===== src/rtl/uart_tx_serializer.sv =====
// -----------------------------------------------------------------------------
// uart_tx_serializer
//
// Transmit-side serializer for the APB UART. One DATA_WIDTH word is captured
// on request and shifted out LSB-first as back-to-back UART frames:
// start bit, N data bits (N = 5..8, anything else means 8), optional parity,
// then one or two stop bits. Every line bit lasts 16 ticks of tx_tick.
// The last frame of a word is padded with zeros past DATA_WIDTH.
//
// Ports
//   tx_tick      in   16x oversampled bit clock (the only clock, rising edge)
//   PRESETn      in   asynchronous active-low reset
//   tx_start     in   transmit request, only looked at while idle
//   tx_data_in   in   word to send, captured together with tx_start
//   frame_length in   data bits per frame (5..8 legal, others act as 8)
//   stop_bit     in   0 = one stop bit, 1 = two stop bits
//   parity       in   [1] enables parity; 10 = odd (~^bits), 11 = even (^bits)
//   TX           out  registered serial line, idles high
//   tx_busy      out  high from acceptance until the tick after tx_done
//   tx_done      out  one-tick pulse when the last stop bit of the word ends
// -----------------------------------------------------------------------------
module uart_tx_serializer #(
  parameter int DATA_WIDTH = 32
) (
  input  logic                  tx_tick,
  input  logic                  PRESETn,
  input  logic                  tx_start,
  input  logic [DATA_WIDTH-1:0] tx_data_in,
  input  logic [3:0]            frame_length,
  input  logic                  stop_bit,
  input  logic [1:0]            parity,
  output logic                  TX,
  output logic                  tx_busy,
  output logic                  tx_done
);

  typedef enum logic [2:0] {
    S_IDLE,
    S_START,
    S_DATA,
    S_PARITY,
    S_STOP1,
    S_STOP2,
    S_DONE
  } state_t;

  localparam logic [6:0] LP_WIDTH = 7'(DATA_WIDTH);

  state_t                r_state;
  state_t                w_state_nxt;

  // control (reset)
  logic [3:0]            r_tick;
  logic [5:0]            r_index;
  logic [3:0]            r_bit;
  logic                  r_tx;
  logic                  r_busy;
  logic                  r_done;

  // captured word, configuration and running frame parity (not reset)
  logic [DATA_WIDTH-1:0] r_shift;
  logic [3:0]            r_len;
  logic                  r_stop2;
  logic                  r_par_en;
  logic                  r_par_even;
  logic                  r_par;

  logic                  w_accept;
  logic                  w_bit_end;
  logic                  w_last_data;
  logic                  w_word_left;
  logic                  w_xor;
  logic                  w_par_bit;
  logic                  w_tx_nxt;

  function automatic logic [3:0] eff_len(input logic [3:0] fl);
    if (fl >= 4'd5 && fl <= 4'd8) begin
      return fl;
    end
    return 4'd8;
  endfunction

  assign w_accept    = (r_state == S_IDLE) && tx_start;
  assign w_bit_end   = (r_tick == 4'd15);
  assign w_last_data = (r_bit == (r_len - 4'd1));
  // Index saturates at DATA_WIDTH, so pad bits never count as word bits.
  assign w_word_left = ({1'b0, r_index} < LP_WIDTH);
  // Parity covers the data bit finishing on this edge as well.
  assign w_xor       = r_par ^ r_shift[0];
  assign w_par_bit   = r_par_even ? w_xor : ~w_xor;

  always_ff @(posedge tx_tick or negedge PRESETn) begin
    if (!PRESETn) begin
      r_state <= S_IDLE;
    end else begin
      r_state <= w_state_nxt;
    end
  end

  // Next state plus the next line level. TX is registered from the level the
  // line must carry in the state being entered, so bit edges are glitch free.
  always_comb begin
    w_state_nxt = r_state;
    w_tx_nxt    = 1'b1;
    case (r_state)
      S_IDLE:   if (tx_start)  w_state_nxt = S_START;
      S_START:  if (w_bit_end) w_state_nxt = S_DATA;
      S_DATA: begin
        if (w_bit_end && w_last_data) begin
          w_state_nxt = r_par_en ? S_PARITY : S_STOP1;
        end
      end
      S_PARITY: if (w_bit_end) w_state_nxt = S_STOP1;
      S_STOP1: begin
        if (w_bit_end) begin
          if (r_stop2)          w_state_nxt = S_STOP2;
          else if (w_word_left) w_state_nxt = S_START;
          else                  w_state_nxt = S_DONE;
        end
      end
      S_STOP2: begin
        if (w_bit_end) begin
          w_state_nxt = w_word_left ? S_START : S_DONE;
        end
      end
      S_DONE:   w_state_nxt = S_IDLE;
      default:  w_state_nxt = S_IDLE;
    endcase

    case (w_state_nxt)
      S_START:  w_tx_nxt = 1'b0;
      // Shift happens at the end of each data bit; the following bit is
      // already visible at r_shift[1] on that edge. Exhausted bits read 0.
      S_DATA:   w_tx_nxt = (r_state == S_DATA && w_bit_end) ? r_shift[1] : r_shift[0];
      S_PARITY: w_tx_nxt = (r_state == S_DATA) ? w_par_bit : r_tx;
      default:  w_tx_nxt = 1'b1;
    endcase
  end

  always_ff @(posedge tx_tick or negedge PRESETn) begin
    if (!PRESETn) begin
      r_tick  <= 4'd0;
      r_index <= 6'd0;
      r_bit   <= 4'd0;
      r_tx    <= 1'b1;
      r_busy  <= 1'b0;
      r_done  <= 1'b0;
    end else begin
      if (w_accept) begin
        r_tick  <= 4'd0;
        r_index <= 6'd0;
        r_bit   <= 4'd0;
      end else if (r_state != S_IDLE && r_state != S_DONE) begin
        // Wraps 15 -> 0 exactly when the state advances.
        r_tick <= r_tick + 4'd1;
      end
      if (r_state == S_DATA && w_bit_end) begin
        if (w_word_left) begin
          r_index <= r_index + 6'd1;
        end
        r_bit <= w_last_data ? 4'd0 : (r_bit + 4'd1);
      end
      r_tx   <= w_tx_nxt;
      r_busy <= (w_state_nxt != S_IDLE);
      r_done <= (w_state_nxt == S_DONE);
    end
  end

  always_ff @(posedge tx_tick) begin
    if (w_accept) begin
      r_shift    <= tx_data_in;
      r_len      <= eff_len(frame_length);
      r_stop2    <= stop_bit;
      r_par_en   <= parity[1];
      r_par_even <= parity[0];
      r_par      <= 1'b0;
    end else if (r_state == S_DATA && w_bit_end) begin
      r_shift <= r_shift >> 1;
      r_par   <= w_last_data ? 1'b0 : w_xor;
    end
  end

  assign TX      = r_tx;
  assign tx_busy = r_busy;
  assign tx_done = r_done;

endmodule


===== config.mk =====
export PLATFORM = sky130hd
export DESIGN_NAME = uart_tx_serializer
export DESIGN_NICKNAME = d
export VERILOG_FILES = /design/src/rtl/uart_tx_serializer.sv
export SDC_FILE = /design/constraint.sdc
export NUM_CORES = 1
export LEC_CHECK = 0
export CAP_MARGIN = 25
export CORE_ASPECT_RATIO = 1.4
export CORE_MARGIN = 2
export CORE_UTILIZATION = 45
export CTS_CLUSTER_DIAMETER = 80
export CTS_CLUSTER_SIZE = 30
export DETAILED_ROUTE_END_ITERATION = 8
export GPL_TIMING_DRIVEN = 0
export PLACE_DENSITY = 0.69
export RECOVER_POWER = 50
export SETUP_SLACK_MARGIN = 0.02
export SYNTH_ARGS = -nofsm -noshare
export SYNTH_HDL_FRONTEND = slang
export SYNTH_SLANG_ARGS = --single-unit

===== constraint.sdc =====
create_clock -name tx_tick -period 3.9 [get_ports tx_tick]
set_input_delay 0.78 -clock tx_tick [delete_from_list [all_inputs] [get_ports tx_tick]]
set_output_delay 0.78 -clock tx_tick [all_outputs]
set_load 0.03 [all_outputs]

==> impl_results.rst <==
.. list-table::
   :header-rows: 1

   * - Metric
     - Value
   * - Initial antenna violation count
     - 0
   * - Status
     - completed
   * - Global route total overflow
     - 0
   * - Total routing usage reported by global routing
     - 17.25%
   * - Maximum frequency from static timing analysis
     - 361.7 MHz
   * - Detailed placement HPWL
     - 3.955 mm
   * - Combinational family with the most area after synthesis
     - simple AND/OR/NAND/NOR gates
   * - Total number of clock tree sinks
     - 60
   * - Max-slew violation count
     - 0
   * - Final Hold Fails
     - 0
   * - Final-stage net count
     - 390
   * - Required time at the worst-slack endpoint
     - 3.93 ns
   * - Post-synthesis share of cell area spent on full adders, half adders and majority gates
     - 1.744%
   * - Async set-or-reset flop fraction in the synthesized netlist
     - 33.33%
   * - Worst IR drop on VDD
     - 0.0002709 V
   * - CORE AREA
     - 6211 sq um
   * - Setup TNS
     - 0 ns
   * - Count of maximum capacitance violations
     - 0
   * - Remaining design rule violation count
     - 0
   * - Flop and latch count out of synthesis
     - 60
   * - Gate count after technology mapping
     - 288
   * - Area fraction in compound gates after synthesis
     - 7.759%
   * - Mean cell area of the mapped netlist
     - 9.966 sq um
   * - First drt pass iteration count
     - 4
   * - Worst Tran Pin Value
     - 0.9119 ns
   * - Average wire per standard cell
     - 12.95 um
   * - Overall die height
     - 98.50 um
   * - Via-to-Cell Ratio
     - 5.074
   * - Deepest level of the CTS H-tree
     - 3
   * - Number of nets with antenna violations after detailed routing
     - 0
   * - Part of the Yosys area used for sequential elements
     - 58.98%
   * - Floorplan die area
     - 7042 sq um
   * - Prevailing post-synth register cell
     - sky130_fd_sc_hd__edfxtp_1
   * - Total via count in the routed design
     - 2136
   * - Global-route wire length before repair
     - 9.501 mm
   * - Crit path largest cell delay
     - 0.58 ns
   * - Leakage
     - 1.477 nW
   * - Root buffer cell
     - sky130_fd_sc_hd__clkbuf_8
   * - Startpoint type of the worst setup path
     - primary input
   * - GP Congestion
     - 0.8292
   * - Via count of the first global-routing pass
     - 2196
   * - Total number of yosys warnings
     - 0
   * - Number of placement rows
     - 34
   * - Standard cell with the maximum stage delay on the critical path
     - sky130_fd_sc_hd__dlygate4sd3_1
   * - Largest net degree at the start of global routing
     - 21
   * - Initial DRC Count
     - 89
   * - Post-Route WL
     - 5.454 mm
   * - Number of buffers inserted for hold repair after clock tree synthesis
     - 0
   * - Number of top-level pins
     - 45
   * - Proportion of layout cells with a drive suffix above 1
     - 5.731%
   * - Critical path arrival
     - 2.80 ns
   * - Post-route clock skew
     - 0.01036 ns
   * - Relative area change from synthesis to final layout
     - 25.41%
   * - Clock tree from TritonCTS
     - done
   * - Synthesized-area fraction occupied by and/or/nand/nor cells
     - 23.45%
   * - Number of setup buffers added after CTS
     - 0
   * - Share of the clock period used by the worst path after layout
     - 70.89%
   * - Total CTS buffers
     - 9
   * - Number of flops mapped to enable cells by yosys
     - 39
   * - Clock-pin slew reported for the worst setup and hold paths after clock tree synthesis
     - 0.07 ns
   * - Type of element capturing the critical path
     - register
   * - Setup repair after global routing missed its margin
     - false
   * - Worst Path Class, Setup
     - in -> reg
   * - Mux cell area share after synthesis
     - 0.6975%
   * - Rel. slew slack
     - 38.65%
   * - Distinct cell type count of the synthesized netlist
     - 46
   * - Area share of xor/xnor cells in the synthesized design
     - 4.534%
   * - Total of buffers placed on input and output ports
     - 44
   * - Core occupancy in the finished layout
     - 57.96%
   * - Final Setup Violations
     - 0
   * - Floorplan die width
     - 71.50 um
   * - Hold/Removal Path Class
     - reg -> reg
   * - Post-synth design cell area
     - 2870 sq um
   * - PwrDens
     - 538.7 nW/um^2
   * - Starting density of the core
     - 46.21%
   * - Min cycle time layout
     - 2.765 ns
   * - Clock latency reported for the late side of the worst-skew pair
     - 0.33 ns
   * - Post-synth net total
     - 334
   * - Cell Chain, Critical Path
     - dlygate4sd3_1 > nand2_1 > or2_1 > clkbuf_1 > inv_1 > nor2_1 > inv_1 > buf_16
   * - Count of instances resized after the clock tree is built
     - 0
   * - Worst path most repeated cell
     - sky130_fd_sc_hd__inv_1
   * - Clock tree buffer depth
     - 2
   * - CP max FO
     - 19
   * - Number of diodes added for antenna fixing
     - 0
==> logic make-up after synthesis <==
group	count (synthesis)
simple gates	154
fa+ha+maj	4
flops	60
xor+xnor	14
buf+inv	21
mux	2
compound gates	33
==> registers in the layout (all words and copies together), names as in the netlist <==
register	cells
r_stop2	1
r_bit	4
tx_busy	1
r_shift	32
r_tick	4
r_par	1
r_index	6
TX	1
r_len	4
r_par_en	1
r_par_even	1
tx_done	1
r_state	3
==> metal layers <==
| layer | vias up | wire (um) | share of wire (%) | GRT usage [%] |
|---|---|---|---|---|
| li1 | 1089 | - | - | - |
| met1 | 989 | 2352 | 43 | 20.87 |
| met2 | 51 | 2783 | 51 | 28.70 |
| met3 | 7 | 243 | 4.5 | 4.499 |
| met4 | 0 | 75 | 1.4 | 7.692 |
| met5 | - | 0 | 0 | 0 |
==> through the flow <==
| step | std cells | hold slack, ns | power (mW) | instance area, sq um | setup slack, ns |
|---|---|---|---|---|---|
| 5_1_grt | 421 | 0.5147 | 2.073 | 3600 | 0.9078 |
| 4_1_cts | 421 | 0.4982 | 1.976 | 3621 | 1.230 |
| 2_1_floorplan | 288 | 0.4522 | 1.259 | 2870 | 1.405 |
| 6_report | 421 | 0.4994 | 1.939 | 3600 | 1.135 |
| 3_3_place_gp | 404 | 0.4613 | 1.401 | 3401 | 0.4273 |
| 3_5_place_dp | 405 | 0.4860 | 1.434 | 3428 | 0.8723 |
==> where the power goes <==
group | switching [mW] | total [mW] | internal (mW)
clock | 0.243 | 0.537 | 0.295
combinational | 0.281 | 0.514 | 0.233
sequential | 0.0844 | 0.888 | 0.803
==> path summary, 6_finish.rpt <==
path                               start     endpoint  slack (ns)  cells past startpoint
min in group asynchronous        PRESETn      tx_done        1.02                      1
worst max register to register  r_len[0]      tx_busy        1.23                      7
max in group asynchronous        PRESETn     r_bit[2]        2.32                      1
worst max-delay path            tx_start  r_shift[21]        1.14                      8
worst min register to register     r_par        r_par        0.50                      2
worst min-delay path               r_par        r_par        0.50                      2
==> critical path, delay by kind of cell <==
family        cells  cell delay [ns]
buf+inv           5             1.65
simple gates      3             0.36
==> cells in the final DEF, fill, tap and decap left out, types with 3 or more instances in the layout <==
cell                              count
sky130_fd_sc_hd__clkbuf_1            12
sky130_fd_sc_hd__nand2_1            111
sky130_fd_sc_hd__nor2b_1              5
sky130_fd_sc_hd__xnor2_1              7
sky130_fd_sc_hd__a21oi_1              3
sky130_fd_sc_hd__clkdlybuf4s50_1     35
sky130_fd_sc_hd__dfrtp_1             19
sky130_fd_sc_hd__nand4_1              4
sky130_fd_sc_hd__xor2_1               6
sky130_fd_sc_hd__nor2_1              12
sky130_fd_sc_hd__nand3_1              5
sky130_fd_sc_hd__inv_1                9
sky130_fd_sc_hd__nor3b_1              3
sky130_fd_sc_hd__o21ai_0             11
sky130_fd_sc_hd__a22oi_1              3
sky130_fd_sc_hd__clkbuf_8             9
sky130_fd_sc_hd__edfxtp_1            39
sky130_fd_sc_hd__ha_1                 4
sky130_fd_sc_hd__dlygate4sd3_1        9
==> layout make-up <==
type	instances	area (sq um)
repair buffers	45	467.9
fillers	564	2611
well taps	72	90.09
flip-flops and latches	60	1693
clock inverters	6	65.06
inverters	9	33.78
clock buffers	10	127.6
multi-input cells	207	1076
plain buffers	12	46.29
==> cells in the mapped netlist (2+ instances only) <==
master / number / share of area (%)
sky130_fd_sc_hd__a21oi_1: 3 / 0.52
sky130_fd_sc_hd__o22ai_1: 2 / 0.44
sky130_fd_sc_hd__mux2i_1: 2 / 0.70
sky130_fd_sc_hd__nand3_1: 5 / 0.87
sky130_fd_sc_hd__nor2b_1: 5 / 1.1
sky130_fd_sc_hd__and2_1: 3 / 0.65
sky130_fd_sc_hd__nand2b_1: 2 / 0.44
sky130_fd_sc_hd__a22oi_1: 3 / 0.78
sky130_fd_sc_hd__or3_1: 2 / 0.44
sky130_fd_sc_hd__buf_2: 2 / 0.35
sky130_fd_sc_hd__inv_1: 8 / 1.0
sky130_fd_sc_hd__xnor2_1: 7 / 2.1
sky130_fd_sc_hd__nor2_1: 12 / 1.6
sky130_fd_sc_hd__xor2_1: 6 / 1.8
sky130_fd_sc_hd__nand2_1: 111 / 15
sky130_fd_sc_hd__nand4_1: 4 / 0.87
sky130_fd_sc_hd__edfxtp_1: 39 / 41
sky130_fd_sc_hd__o32a_1: 2 / 0.70
sky130_fd_sc_hd__o21ai_0: 10 / 1.7
sky130_fd_sc_hd__nor3_1: 2 / 0.35
sky130_fd_sc_hd__nor3b_1: 2 / 0.52
sky130_fd_sc_hd__dfrtp_1: 19 / 17
sky130_fd_sc_hd__clkbuf_1: 10 / 1.3
sky130_fd_sc_hd__ha_1: 4 / 1.7
sky130_fd_sc_hd__o31ai_1: 2 / 0.52
Power figures use the tool's default switching activity.
